**src/rtl/gen_step_ctrl.sv**
```systemverilog
// Generation-step controller: turns interval-timer ticks or a single-step
// button into a 4-phase req/ack handshake with the life array.
module gen_step_ctrl #(
    parameter int GEN_W       = 16,
    parameter int TICK_DIV    = 1,
    parameter int ACK_TIMEOUT = 1024
) (
    input  logic             clk,
    input  logic             rst_n,
    input  logic             tick,
    input  logic             run,
    input  logic             step_btn,
    input  logic             clr,
    input  logic             step_ack,
    output logic             step_req,
    output logic             busy,
    output logic [GEN_W-1:0] gen_count,
    output logic             overrun,
    output logic             timeout
);

    localparam int DIV_W = (TICK_DIV > 1) ? $clog2(TICK_DIV) : 1;
    localparam int TO_W  = (ACK_TIMEOUT > 2) ? $clog2(ACK_TIMEOUT) : 1;
    localparam logic [DIV_W-1:0] DIV_LAST = DIV_W'(TICK_DIV - 1);
    localparam logic [TO_W-1:0]  TO_LAST  = TO_W'(ACK_TIMEOUT - 1);

    if (TICK_DIV < 1) begin : g_bad_tick_div
        $error("gen_step_ctrl: TICK_DIV must be >= 1");
    end
    if (ACK_TIMEOUT < 2) begin : g_bad_ack_timeout
        $error("gen_step_ctrl: ACK_TIMEOUT must be >= 2");
    end

    typedef enum logic [1:0] {
        IDLE,
        REQ,
        RELEASE
    } state_t;

    state_t           state;
    logic [DIV_W-1:0] div;
    logic [TO_W-1:0]  to_cnt;
    logic             div_wrap;
    logic             launch;

    assign div_wrap = tick && (div == DIV_LAST);
    assign launch   = run ? div_wrap : step_btn;

    always_ff @(posedge clk or negedge rst_n) begin
        if (!rst_n) begin
            state     <= IDLE;
            step_req  <= 1'b0;
            busy      <= 1'b0;
            gen_count <= '0;
            overrun   <= 1'b0;
            timeout   <= 1'b0;
            div       <= '0;
            to_cnt    <= '0;
        end else begin
            if (clr) begin
                div <= '0;
            end else if (run && tick) begin
                div <= div_wrap ? '0 : div + DIV_W'(1);
            end

            unique case (state)
                IDLE: begin
                    if (launch) begin
                        state    <= REQ;
                        step_req <= 1'b1;
                        busy     <= 1'b1;
                        to_cnt   <= '0;
                    end
                end
                REQ: begin
                    to_cnt <= to_cnt + TO_W'(1);
                    // An ack on the expiry cycle still counts as a success.
                    if (step_ack) begin
                        state     <= RELEASE;
                        step_req  <= 1'b0;
                        gen_count <= gen_count + GEN_W'(1);
                    end else if (to_cnt == TO_LAST) begin
                        state    <= RELEASE;
                        step_req <= 1'b0;
                        timeout  <= 1'b1;
                    end
                end
                RELEASE: begin
                    if (!step_ack) begin
                        state  <= IDLE;
                        busy   <= 1'b0;
                        to_cnt <= '0;
                    end
                end
                default: begin
                    state    <= IDLE;
                    step_req <= 1'b0;
                    busy     <= 1'b0;
                    to_cnt   <= '0;
                end
            endcase

            if (launch && (state != IDLE)) begin
                overrun <= 1'b1;
            end

            // Clear wins over any same-cycle count or flag update.
            if (clr) begin
                gen_count <= '0;
                overrun   <= 1'b0;
                timeout   <= 1'b0;
            end
        end
    end

endmodule

```
**config.mk**
```make
export PLATFORM = sky130hd
export DESIGN_NAME = gen_step_ctrl
export DESIGN_NICKNAME = d
export VERILOG_FILES = /design/src/rtl/gen_step_ctrl.sv
export SDC_FILE = /design/constraint.sdc
export NUM_CORES = 1
export LEC_CHECK = 0
export BUFFER_PORTS_ARGS = -buffer_cell sky130_fd_sc_hd__buf_2
export CAP_MARGIN = 0
export CORE_ASPECT_RATIO = 0.5
export CORE_MARGIN = 4
export CORE_UTILIZATION = 52
export CTS_BUF_LIST = sky130_fd_sc_hd__clkbuf_4
export DETAILED_ROUTE_END_ITERATION = 10
export PLACE_DENSITY = 0.79
export REMOVE_ABC_BUFFERS = 1
export SLEW_MARGIN = 40
export SYNTH_ARGS = -nofsm -noshare
export SYNTH_HDL_FRONTEND = slang
export SYNTH_SLANG_ARGS = --single-unit
```
**constraint.sdc**
```tcl
create_clock -name clk -period 1.6 [get_ports clk]
set_input_delay 0.16 -clock clk [delete_from_list [all_inputs] [get_ports clk]]
set_output_delay 0.16 -clock clk [all_outputs]
set_load 0.005 [all_outputs]
```
Word-level counts from Yosys, hierarchy flattened. Cells that the tools add are included.

Input bits: 7. Register bits: 33. Logic and storage cells: 64. Output and inout bits: 20.

Equal/unequal tests: 7. Muxes and demuxes: 27. $add $sub $neg: 3. Reductions and logical operators: 16. Bitwise operators: 3.

Operator list (number): 16-bit 2-to-1 mux (3); 10-bit case mux with 3 select lines (1); 10-bit 2-to-1 mux (2); 16-bit by 1-bit adder with 16-bit output, second input constant (1); 1-bit 2-to-1 mux (14); 3-bit AND reduction (4); 2-bit nonzero test (6); 10-bit by 1-bit adder with 10-bit output, second input constant (1); 10-bit == test, second input constant (1); 2-bit 2-to-1 mux (4); 2-bit inequality test, second input constant (3); 1-bit case mux with 3 select lines (2); 2-bit case mux with 3 select lines (1); 2-bit AND reduction (2); 1-bit logical AND (3); 3-bit inequality test, second input constant (1); 1-bit NOT (3); 2-bit by 1-bit == test with 1-bit output, second input constant (1); 2-bit == test, second input constant (1); 2-bit logical NOT (1); 1-bit adder, second input constant (1).

Longest topological paths before layout.
Depth in word-level cells: 6. Gate-level depth with buffers: 7. Gate-level depth less buffers: 5.

Worst setup path after synthesis. No wires, ideal clock.

Path type: flip-flop to flip-flop. Start point: register state[1]. End point: register to_cnt[9]. Path buffers: 1. Setup slack: -0.022 ns. Setup time: 0.066 ns. Stages on the path, launching flop included: 6. Data arrival time: 1.556 ns. Period minus slack after synthesis: 1.622 ns. Required time: 1.534 ns. Path through: dfrtp_1 -> buf_2 -> or2b_1 -> o311a_1 -> or4_1 -> nand2_1.

Cells in the longest elaborated chain, start to end: 3. Elaborated cells between the ends (all ways): 7. Classes of those cells: eq/ne: 4; mux: 1; reduce/logical: 2.

Ends and longest elaborated chain: start, declared (line 40) `state_t state;`; start signal, assigned (line 51) `state <= IDLE;`; start signal, assigned (line 69) `state <= REQ;`; start signal, assigned (line 79) `state <= RELEASE;`; 2-bit == test or 2-bit logical NOT (tied branches) (line 66) `unique case (state)`; 2-bit inequality test (no source line); 2-bit AND reduction (no source line); end signal, assigned (line 76) `to_cnt <= to_cnt + TO_W'(1);`; end, declared (line 42) `logic [TO_W-1:0] to_cnt;`.

Parallel ways exist; a longest one is shown, timed or not. A chain may end at the register's enable or synchronous reset.

Worst setup path in the final report.
Start point: register div. End point: register to_cnt[7].

Cells in the longest elaborated chain, start to end: 5.

Ends and longest elaborated chain: start, declared (line 41) `logic [DIV_W-1:0] div;`; start signal, assigned (line 63) `div <= div_wrap ? '0 : div + DIV_W'(1);`; 1-bit NOT (line 46) `assign div_wrap = tick && (div == DIV_LAST);`; 1-bit logical AND (line 46); 1-bit 2-to-1 mux (line 47) `assign launch = run ? div_wrap : step_btn;`; 2-bit inequality test (no source line); 2-bit AND reduction (no source line).

No other way between the ends.

==> impl_metrics.ini <==
[logic_synthesis]
synthTopCellsByCount = 33 x dfrtp_1, 16 x a21oi_1, 14 x nor2_1
async_flop_share_pct = 100
synth.distinct_cells = 39
ys_seq_area_share_pct = 48.5
synth_top_area_share_pct = 48.5
yosysTopAreaCell = dfrtp_1
synth_edf_count = 0
avgSynthCellArea_um2 = 9.85
ys.flop_type = dfrtp_1
syn_area_um2 = 1700
synth.area.top_cells = dfrtp_1 48%, a21oi_1 4.7%, xor2_1 4.6%, nor2_1 3.1%, or4_1 3.1%
synth_most_common_cell = dfrtp_1
yosysWarnings = 0
synthCells = 173
synth_seq_cells = 33

[layout]
final_nets = 236
regArea_um2 = 826
multi_input_area_um2 = 853
drive_above_1_share_pct = 33.3
stdcell_area_um2 = 2180
fillers = 234
utilization_pct = 71.1
antenna_cells = 0
synthToLayoutAreaGrowth_pct = 27.9

[floorplan]
die_x_um = 89.0
dieHeight_um = 48.5
placementRows = 14
coreArea_um2 = 3070
start_util_pct = 55.6
die-area_um2 = 4310
io_pins = 27

[drt]
drt_iter0_markers = 68
wl_mm = 3.87
avgViaCountPerCell = 5.84
drc = 0
first_pass_iters = 4
wl_per_cell_um = 14.4
postRouteAntennaNets = 0
num_vias = 1565

[clock_network]
cts_made_buffers = 5
htree_num_levels = 2
clock-sinks = 33
cts-root-buf = clkbuf_4
ctsLongestPathBuffers = 2
cts_tree = done
clock_latency_ns = 0.34
cts.clk_slew.worst_paths_ns = 0.10

[placed_design]
place_ws_ns = -0.0136
gp_congestion = 0.735
placed_area_um2 = 1980
io_buffers = 26
dp_hpwl_mm = 2.65

[outcome]
outcome = finished clean

[setup_path]
cp_data_arrival_time_ns = 1.86
cp_max_fo = 7
crit_type = reg2reg
crit_path_start = div
required_ns = 1.87
worst_setup_path_start_kind = register
crit_path_end_kind = register
r2r-start = div

[hold_path]
min-delay-start = tick
hold_path_class = in2reg

[power_and_ir_drop]
p_leak_nw = 1.01
max-vdd-ir-drop_uv = 516
power.total_w = 0.00237
p_per_area_nw_per_um2 = 1090

[grt]
grt_pass1_wl_mm = 6.39
antenna_found_initial = 0
grt_pass1_vias = 1474
grt_util_met3_pct = 5.59
track_usage_pct = 19.0
grt_max_degree = 34
grt-ovfl-total = 0
met1_usage_pct = 23.0
use_met2_pct = 30.8
top_usage_layer = met2

[timing]
fin_ws_ns = 0.00248
hold_violations = 0
fmax_mhz = 626
layout_worst_path_cycle_share_pct = 99.8
setup_viol = 0
min_period_ns = 1.60
finClkSkew_ns = 0.0160
slew_violations = 0
maxSlewHeadroom_pct = 72.9
worst_slew_pin_slew_ns = 0.407
rsz0062_at_grt = yes

[job]
max_cap_viol_count = 0
==> path summary, 6_finish.rpt <==
kind / slack [ns] / depth (start not counted) / endpoint
max: 0.002 / 5 / to_cnt[7]
min reg2reg: 0.52 / 2 / overrun
min: 0.02 / 2 / div
min in group asynchronous: 0.28 / 2 / to_cnt[8]
max in group asynchronous: 1.02 / 2 / timeout
max reg2reg: 0.002 / 5 / to_cnt[7]
==> stage by stage <==
step	instances	hold slack (ns)	setup TNS, ns
2_1_floorplan	165	-0.136	-1.12
3_3_place_gp	251	0.250	0
3_5_place_dp	251	0.260	-0.0191
4_1_cts	261	0.000196	0
5_1_grt	268	0.0174	-0.290
6_report	268	0.0228	0
==> metal layers <==
metal  share of wire [%]  vias up
li1                    -      753
met1                  45      755
met2                  49       53
met3                 4.9        4
met4                0.88        0
met5                   0        -
==> critical path, cell delays in order (launching register included) <==
cell and delay, ns:
dfrtp_1 0.39, and3b_2 0.27, o41ai_2 0.09, buf_4 0.17, or4_4 0.48, a21oi_2 0.13
==> placed cells by master (no fill, tap or decap), types with 2 or more instances in the layout <==
cell      count
nand2_1      10
nand3b_1      3
and2_1        3
ha_1          2
a21oi_2       3
o211ai_4      2
nand4_1       6
nand2_2       2
xnor2_1       2
nand3_1       7
dfrtp_1      33
buf_4        27
xor2_1        9
nor2_1       14
clkbuf_4      6
o21ai_0       3
buf_2        25
and4_1        2
o21ai_1       8
o22ai_1       2
and3b_2       2
o31ai_1       6
or3_1         5
or4_1         5
or4_4         2
inv_1         6
a21oi_1      13
==> final cells by class <==
type                    count  share of cell area (%)
clock buffers               6                    2.07
clock inverters             2                    1.55
inverters                   6                    1.03
multi-input cells         127                    39.2
flip-flops and latches     33                    37.9
well taps                  40                    2.30
repair buffers             54                    16.0
==> kinds of logic after synthesis <==
logic type / count (synthesis) / share of synthesized area, %
flops: 33 / 48.5
fa+ha+maj: 2 / 1.47
xor+xnor: 11 / 5.65
mux: 1 / 0.587
buf+inv: 14 / 4.62
compound gates: 43 / 16.4
simple gates: 69 / 22.8
==> report_power, final <==
group | internal, W | leakage [nW] | total, W | switching, W
combinational | 0.000342 | 0.515 | 0.000727 | 0.000385
clock | 0.000342 | 0.0433 | 0.000636 | 0.000294
sequential | 0.000924 | 0.449 | 0.00100 | 0.0000787
==> sequential cells by signal, summed over array words and instances (netlist names) <==
register,flops
overrun,1
busy,1
step_req,1
to_cnt,10
gen_count,16
div,1
timeout,1
state,2
==> repair_timing <==
item                                    in CTS  in global routing
hold buffers                                 1                  0
pin swaps                                    3                  8
setup buffers                                1                  5
endpoints found under the setup margin       3                 10
hold endpoints to repair                    33                  0
gates cloned                                 0                  2
resized for setup                            2                 15
Power figures use the tool's default switching activity.
